**config.mk**
```make
export PLATFORM = sky130hd
export DESIGN_NAME = prm_edge_query_seq
export DESIGN_NICKNAME = d
export VERILOG_FILES = /design/src/rtl/prm_edge_query_seq.sv
export SDC_FILE = /design/constraint.sdc
export NUM_CORES = 1
export LEC_CHECK = 0
export BUFFER_PORTS_ARGS = -buffer_cell sky130_fd_sc_hd__buf_4
export CAP_MARGIN = 20
export CORE_ASPECT_RATIO = 1.75
export CORE_MARGIN = 4
export CORE_UTILIZATION = 60
export DETAILED_ROUTE_END_ITERATION = 7
export GPL_ROUTABILITY_DRIVEN = 0
export HOLD_SLACK_MARGIN = 0.06
export PLACE_DENSITY_LB_ADDON = 0.25
export SLEW_MARGIN = 5
export SYNTH_ARGS = -nofsm -noshare
export SYNTH_HDL_FRONTEND = slang
export SYNTH_SLANG_ARGS = --single-unit
```
**constraint.sdc**
```tcl
create_clock -name CLK -period 5.13 [get_ports CLK]
set_input_delay 1.026 -clock CLK [delete_from_list [all_inputs] [get_ports CLK]]
set_output_delay 1.026 -clock CLK [all_outputs]
set_load 0.02 [all_outputs]
```
**src/rtl/prm_edge_query_seq.sv**
```systemverilog
// prm_edge_query_seq: issues edge/voxel query runs to the checker bank,
// packs the 1-bit responses into words and counts hits.
// Optional early abort on first hit: define PRM_EARLY_ABORT_EN.
module prm_edge_query_seq #(
    parameter int QW      = 15,
    parameter int RES_W   = 32,
    parameter int CHK_LAT = 1,
    parameter int CNT_W   = 16
) (
    input  logic             CLK,
    input  logic             RST,
    input  logic             start,
    input  logic [QW-1:0]    base_code,
    input  logic [CNT_W-1:0] count,
    output logic             busy,
    output logic             done,
    output logic [QW-1:0]    chk_query,
    output logic             chk_query_vld,
    input  logic             chk_edge_mask,
    output logic [RES_W-1:0] res_data,
    output logic             res_valid,
    input  logic             res_ready,
    output logic             res_last,
    output logic [CNT_W-1:0] hit_cnt
`ifdef PRM_EARLY_ABORT_EN
    ,
    output logic [CNT_W-1:0] first_hit_idx
`endif
);

    localparam int PW = (RES_W > 1) ? $clog2(RES_W) : 1;

    typedef enum logic [2:0] {
        IDLE,
        ISSUE,
        DRAIN,
        FLUSH,
        DONE
    } state_t;

    state_t state_q, state_d;

    logic [QW-1:0]    code_q;
    logic [CNT_W-1:0] cnt_q;
    logic [CNT_W-1:0] issued_q;
    logic [CNT_W-1:0] resp_idx_q;
    logic [CNT_W-1:0] hit_q;
    logic [RES_W-1:0] pack_q;
    logic [PW-1:0]    pos_q;
    logic             last_acc_q;

    logic [RES_W-1:0] mem_data [2];
    logic             mem_last [2];
    logic             rd_q;
    logic             wr_q;
    logic [1:0]       fcnt_q;

    logic             start_acc;
    logic             resp_fire;
    logic             dl_empty;
    logic             fifo_full;
    logic             pop;
    logic             push;
    logic [RES_W-1:0] push_data;
    logic             push_last;
    logic             issue_fire;
    logic             issue_last;
    logic             issue_open_next;
    logic             final_resp;
    logic             word_full;
    logic             flush_push;
    logic [RES_W-1:0] full_word;
    logic [CNT_W:0]   total_after;
    logic             stop_now;
    logic             hit_or_abort;

`ifdef PRM_EARLY_ABORT_EN
    logic abort_q;
    logic hit_now;

    // A hit seen through the delay line stops issue in the same cycle;
    // with zero latency the stop can only take effect next cycle.
    assign hit_now      = resp_fire & chk_edge_mask;
    assign stop_now     = abort_q | (hit_now & (CHK_LAT != 0));
    assign hit_or_abort = abort_q | hit_now;
`else
    assign stop_now     = 1'b0;
    assign hit_or_abort = 1'b0;
`endif

    assign start_acc  = (state_q == IDLE) && start;
    assign fifo_full  = (fcnt_q == 2'd2);
    assign res_valid  = (fcnt_q != 2'd0);
    assign pop        = res_valid && res_ready;
    assign res_data   = res_valid ? mem_data[rd_q] : '0;
    assign res_last   = res_valid & mem_last[rd_q];

    assign issue_fire    = (state_q == ISSUE) && !fifo_full && !stop_now;
    assign chk_query_vld = issue_fire;
    assign chk_query     = code_q;
    assign issue_last    = ({1'b0, issued_q} + 1'b1) == {1'b0, cnt_q};

    // A response is the run's final one when nothing more can be issued
    // and it is the last of everything issued so far.
    assign total_after     = {1'b0, issued_q} + {{CNT_W{1'b0}}, issue_fire};
    assign issue_open_next = (state_q == ISSUE) && !hit_or_abort &&
                             !(issue_fire && issue_last);
    assign final_resp      = resp_fire && !issue_open_next &&
                             (({1'b0, resp_idx_q} + 1'b1) == total_after);

    assign word_full  = resp_fire && (pos_q == PW'(RES_W - 1));
    assign full_word  = pack_q | (RES_W'(chk_edge_mask) << pos_q);
    assign flush_push = (state_q == FLUSH) && (pos_q != '0) && !fifo_full;
    assign push       = word_full || flush_push;
    assign push_data  = word_full ? full_word : pack_q;
    assign push_last  = word_full ? final_resp : 1'b1;

    assign busy    = (state_q == ISSUE) || (state_q == DRAIN) ||
                     (state_q == FLUSH);
    assign done    = (state_q == DONE);
    assign hit_cnt = hit_q;

    generate
        if (CHK_LAT == 0) begin : g_lat0
            assign resp_fire = chk_query_vld;
            assign dl_empty  = 1'b1;
        end else begin : g_lat
            logic [CHK_LAT-1:0] dl_q;

            // Valid tags of queries in flight toward the checker bank.
            always_ff @(posedge CLK) begin
                if (RST) dl_q <= '0;
                else     dl_q <= (dl_q << 1) | CHK_LAT'(chk_query_vld);
            end

            assign resp_fire = dl_q[CHK_LAT-1];
            assign dl_empty  = (dl_q == '0);
        end
    endgenerate

    // State register.
    always_ff @(posedge CLK) begin
        if (RST) state_q <= IDLE;
        else     state_q <= state_d;
    end

    // Next-state logic.
    always_comb begin
        state_d = state_q;
        unique case (state_q)
            IDLE:
                if (start) state_d = (count == '0) ? DONE : ISSUE;
            ISSUE:
                if (stop_now || (issue_fire && issue_last)) state_d = DRAIN;
            DRAIN:
                if (dl_empty) state_d = FLUSH;
            FLUSH:
                if (last_acc_q || (pop && res_last)) state_d = DONE;
            DONE:
                state_d = IDLE;
            default:
                state_d = IDLE;
        endcase
    end

    // Run bookkeeping: query code, counters, packer and final-word flag.
    always_ff @(posedge CLK) begin
        if (RST || start_acc) begin
            code_q     <= RST ? '0 : base_code;
            cnt_q      <= RST ? '0 : count;
            issued_q   <= '0;
            resp_idx_q <= '0;
            hit_q      <= '0;
            pack_q     <= '0;
            pos_q      <= '0;
            last_acc_q <= 1'b0;
        end else begin
            if (issue_fire) begin
                code_q   <= code_q + QW'(1);
                issued_q <= issued_q + CNT_W'(1);
            end
            if (resp_fire) begin
                resp_idx_q <= resp_idx_q + CNT_W'(1);
                if (chk_edge_mask && (hit_q != '1))
                    hit_q <= hit_q + CNT_W'(1);
                if (word_full) begin
                    pack_q <= '0;
                    pos_q  <= '0;
                end else begin
                    pack_q[pos_q] <= chk_edge_mask;
                    pos_q         <= pos_q + PW'(1);
                end
            end else if (flush_push) begin
                pack_q <= '0;
                pos_q  <= '0;
            end
            if (pop && res_last) last_acc_q <= 1'b1;
        end
    end

`ifdef PRM_EARLY_ABORT_EN
    // Remember the first hit of the run and stop issuing after it.
    always_ff @(posedge CLK) begin
        if (RST || start_acc) begin
            abort_q       <= 1'b0;
            first_hit_idx <= '1;
        end else if (hit_now && !abort_q) begin
            abort_q       <= 1'b1;
            first_hit_idx <= resp_idx_q;
        end
    end
`endif

    // Two-entry output FIFO; push and pop may coincide.
    always_ff @(posedge CLK) begin
        if (RST) begin
            for (int i = 0; i < 2; i++) begin
                mem_data[i] <= '0;
                mem_last[i] <= 1'b0;
            end
            rd_q   <= 1'b0;
            wr_q   <= 1'b0;
            fcnt_q <= 2'd0;
        end else begin
            if (push) begin
                mem_data[wr_q] <= push_data;
                mem_last[wr_q] <= push_last;
                wr_q           <= ~wr_q;
            end
            if (pop) rd_q <= ~rd_q;
            if (push && !pop)      fcnt_q <= fcnt_q + 2'd1;
            else if (pop && !push) fcnt_q <= fcnt_q - 2'd1;
        end
    end

endmodule

```
==> impl_metrics.tcl <==
set metrics [dict create \
    final_period_minus_worst_setup_slack_ns 3.318 \
    holdPathEnd "pack_q[6]" \
    grt_pass1_wl_microns 40950 \
    pwr_density_cell_mw_per_mm2 285.5 \
    chipWidth_microns 106.2 \
    worst_path_max_delay_cell "nand2b_1" \
    hp-start "pack_q[6]" \
    wl_microns 25280 \
    cap_viol_max_count 0 \
    clock_tree.buffer_depth 2 \
    largest_net_degree_at_the_start_of_global_routing 87 \
    setup.worst_path.end_class "flop" \
    crit_path_kind "flop to flop" \
    cts_setup_buffers 0 \
    synthesis.area_sq_mm 0.01013 \
    initial_utilization_pct 61.32 \
    clock-root-buffer "clkbuf_16" \
    grt-ovfl-total 0 \
    layout.cells.most_common "nor2_1" \
    tightest_slew_ns 1.188 \
    number_of_nets_with_antenna_violations_after_detailed_routing 0 \
    crit_start "pos_q[1]" \
    yosys_warnings 0 \
    drt-initial-drc-count 606 \
    synth_top_cell_area_share_pct 28.75 \
    grt_setup_unrepaired "false" \
    design.final.nets 1203 \
    run_status "finished, final reports clean" \
    fmax_mhz 301.4 \
    setup_viol 0 \
    groute.usage.overall_pct 26.94 \
    drcViolationCount 0 \
    filler_cell_count 1297 \
    reg2reg_from "pos_q[1]" \
    postCtsResizedCells 0 \
    max_slew_margin_pct 20.22 \
    die_h_microns 179.9 \
    antenna-diode-count 0 \
    drive_gt1_share_pct 14.64 \
    fp-row-count 62 \
    layout_worst_path_cycle_share_pct 64.68 \
    ctsHoldBuffers 0 \
    tritoncts_clock_tree "done" \
    mostFrequentLayoutCells "nor2_1 (204), buf_4 (111), edfxtp_1 (97), dfxtp_1 (94), nand3_1 (76)" \
    synth_top_area_cell "edfxtp_1" \
    viasPerCell 5.978 \
    cts.sinks 192 \
    finClkSkew_ns 0.01242 \
    worst_setup_path_start_kind "flop" \
    hold_depth 2 \
    timing.hold.worst.class "flop to flop" \
    htree_num_levels 4 \
    die-area_sq_mm 0.01911 \
    grt_pass1_vias 8167 \
    synth.yosys.seq_area_share_pct 47.52 \
    cp_cell_sequence "inv_1, ha_1, a2111oi_2, a21oi_1, nor2_1, nand2_1, buf_4, nand2b_1, buf_4" \
    synth_cell_types 62 \
    synthCells 1096 \
    via_count 8321 \
    design.core.area_sq_mm 0.01652 \
    buffer_ports.inserted 103 \
    synth_edf_count 97 \
    postSynthNetCount 1144 \
    setup.reg_to_reg.worst_slack_ns 1.81 \
    worst_r2r_path_depth 9 \
    layout_setup_ws_ns 1.812 \
    route.detailed.wl_per_inst_microns 18.16 \
    async_flop_share_pct 0 \
    pin_count 104 \
    clk_latency_ns 0.44 \
    area_growth_pct 13.36 \
    r2r-end "mem_data[1][2]" \
    cellLeakagePower_nw 3.946 \
    cts.clk_slew.worst_paths_ns 0.07 \
    grt_antenna_before_repair 0 \
    max_stage_delay_ns 0.63 \
    ys_seq_elements 192 \
    synth_ff_type "edfxtp_1" \
    synth_area_leaders "edfxtp_1 (29%), dfxtp_1 (19%), nor2_1 (7.6%)" \
    timing.final.max_slew_violations 0 \
    postSynthAreaPerCell_sq_um 9.245 \
    firstDrtPassIters 5 \
    finalSetupTns_ns 0 \
    irDropWorstVdd_uv 246.1 \
    crit_path_frequent_cell "buf_4" \
    worstPathMaxFanout 34 \
    finalHoldViolations 0 \
    cts_made_buffers 17 \
    post_dp_hpwl_microns 18160 \
    worst_ep_arrival_time_ns 3.44 \
    timing.critical_path.required_ns 5.25 \
    dp_slack_ns 1.782 \
]
## power by group
| part | internal [mW] | switching [mW] | leakage (nW) |
|---|---|---|---|
| Combinational | 0.140 | 0.210 | 1.92 |
| Clock | 0.622 | 0.585 | 0.247 |
| Sequential | 1.67 | 0.0543 | 1.78 |
## layer usage
layer / routed length, microns / vias to the layer above / global-route usage, %
met5: 0 / - / 0
met4: 1020 / 0 / 13.17
met2: 14250 / 258 / 50.95
met1: 8989 / 4003 / 28.60
met3: 1028 / 63 / 3.661
li1: - / 3997 / -
## logic make-up after synthesis
group,Yosys count,synth area share (%)
xor+xnor,104,8.990
buf+inv,87,3.816
simple gates,491,23.92
mux,37,3.655
compound gates,172,10.52
flops,192,47.52
fa+ha+maj,13,1.581
## synthesized netlist by cell type (35+ instances only)
| cell type | instances |
|---|---|
| nor2_1 | 205 |
| edfxtp_1 | 97 |
| dfxtp_1 | 95 |
| nand3_1 | 76 |
| a21oi_1 | 75 |
| nand2_1 | 69 |
| xnor2_1 | 58 |
| clkbuf_1 | 50 |
| xor2_1 | 46 |
| mux2i_1 | 37 |
| o21ai_0 | 35 |
## critical path: cells and delay by family, from the launching register on
family / cells / cell delay [ns]
adders and majority gates: 1 / 0.28
buffers and inverters: 3 / 0.81
and+or+nand+nor: 3 / 0.81
DFF: 1 / 0.50
AOI/OAI and AO/OA: 2 / 0.58
## how the worst max path moves through the flow
stage                endpoint  cells after the start
3_3_place_gp      issued_q[3]                      9
6_report       mem_data[1][2]                      9
2_1_floorplan  mem_data[0][0]                      5
5_1_grt        mem_data[1][2]                      9
4_1_cts        mem_data[1][2]                      9
3_5_place_dp      issued_q[3]                      9
## registers in the layout (all words and copies together), names as in the netlist, named ones only
register	cells
fcnt_q	2
hit_cnt	16
state_q	3
mem_last	2
rd_q	1
g_lat.dl_q	1
resp_idx_q	16
pos_q	5
wr_q	1
issued_q	16
last_acc_q	1
pack_q	32
mem_data	64
chk_query	15
cnt_q	16
## metrics by stage
stage               instance area [sq um]  cells  hold slack, ns  total power [mW]  util (%)
global route                        11490   1392          0.4882             3.390     69.51
finish                              11490   1392          0.4676             3.280     69.51
global placement                    10920   1357          0.4531             2.096     66.11
detailed placement                  10920   1357          0.4592             2.104     66.11
floorplan                           10130   1096          0.4386             1.959         -
CTS                                 11450   1389          0.4696             3.296     69.29
## layout make-up
cell class                 instances  area (sq um)  share of cell area [%]
timing repair buffer             114         870.8                   7.582
sequential                       192          4816                   41.93
inverter                          13         48.80                  0.4248
multi-input combinational        817          4945                   43.05
tap                              224         280.3                   2.440
clock inverter                    12         88.84                  0.7734
clock buffer                      20         436.7                   3.802
Power figures use the tool's default switching activity.
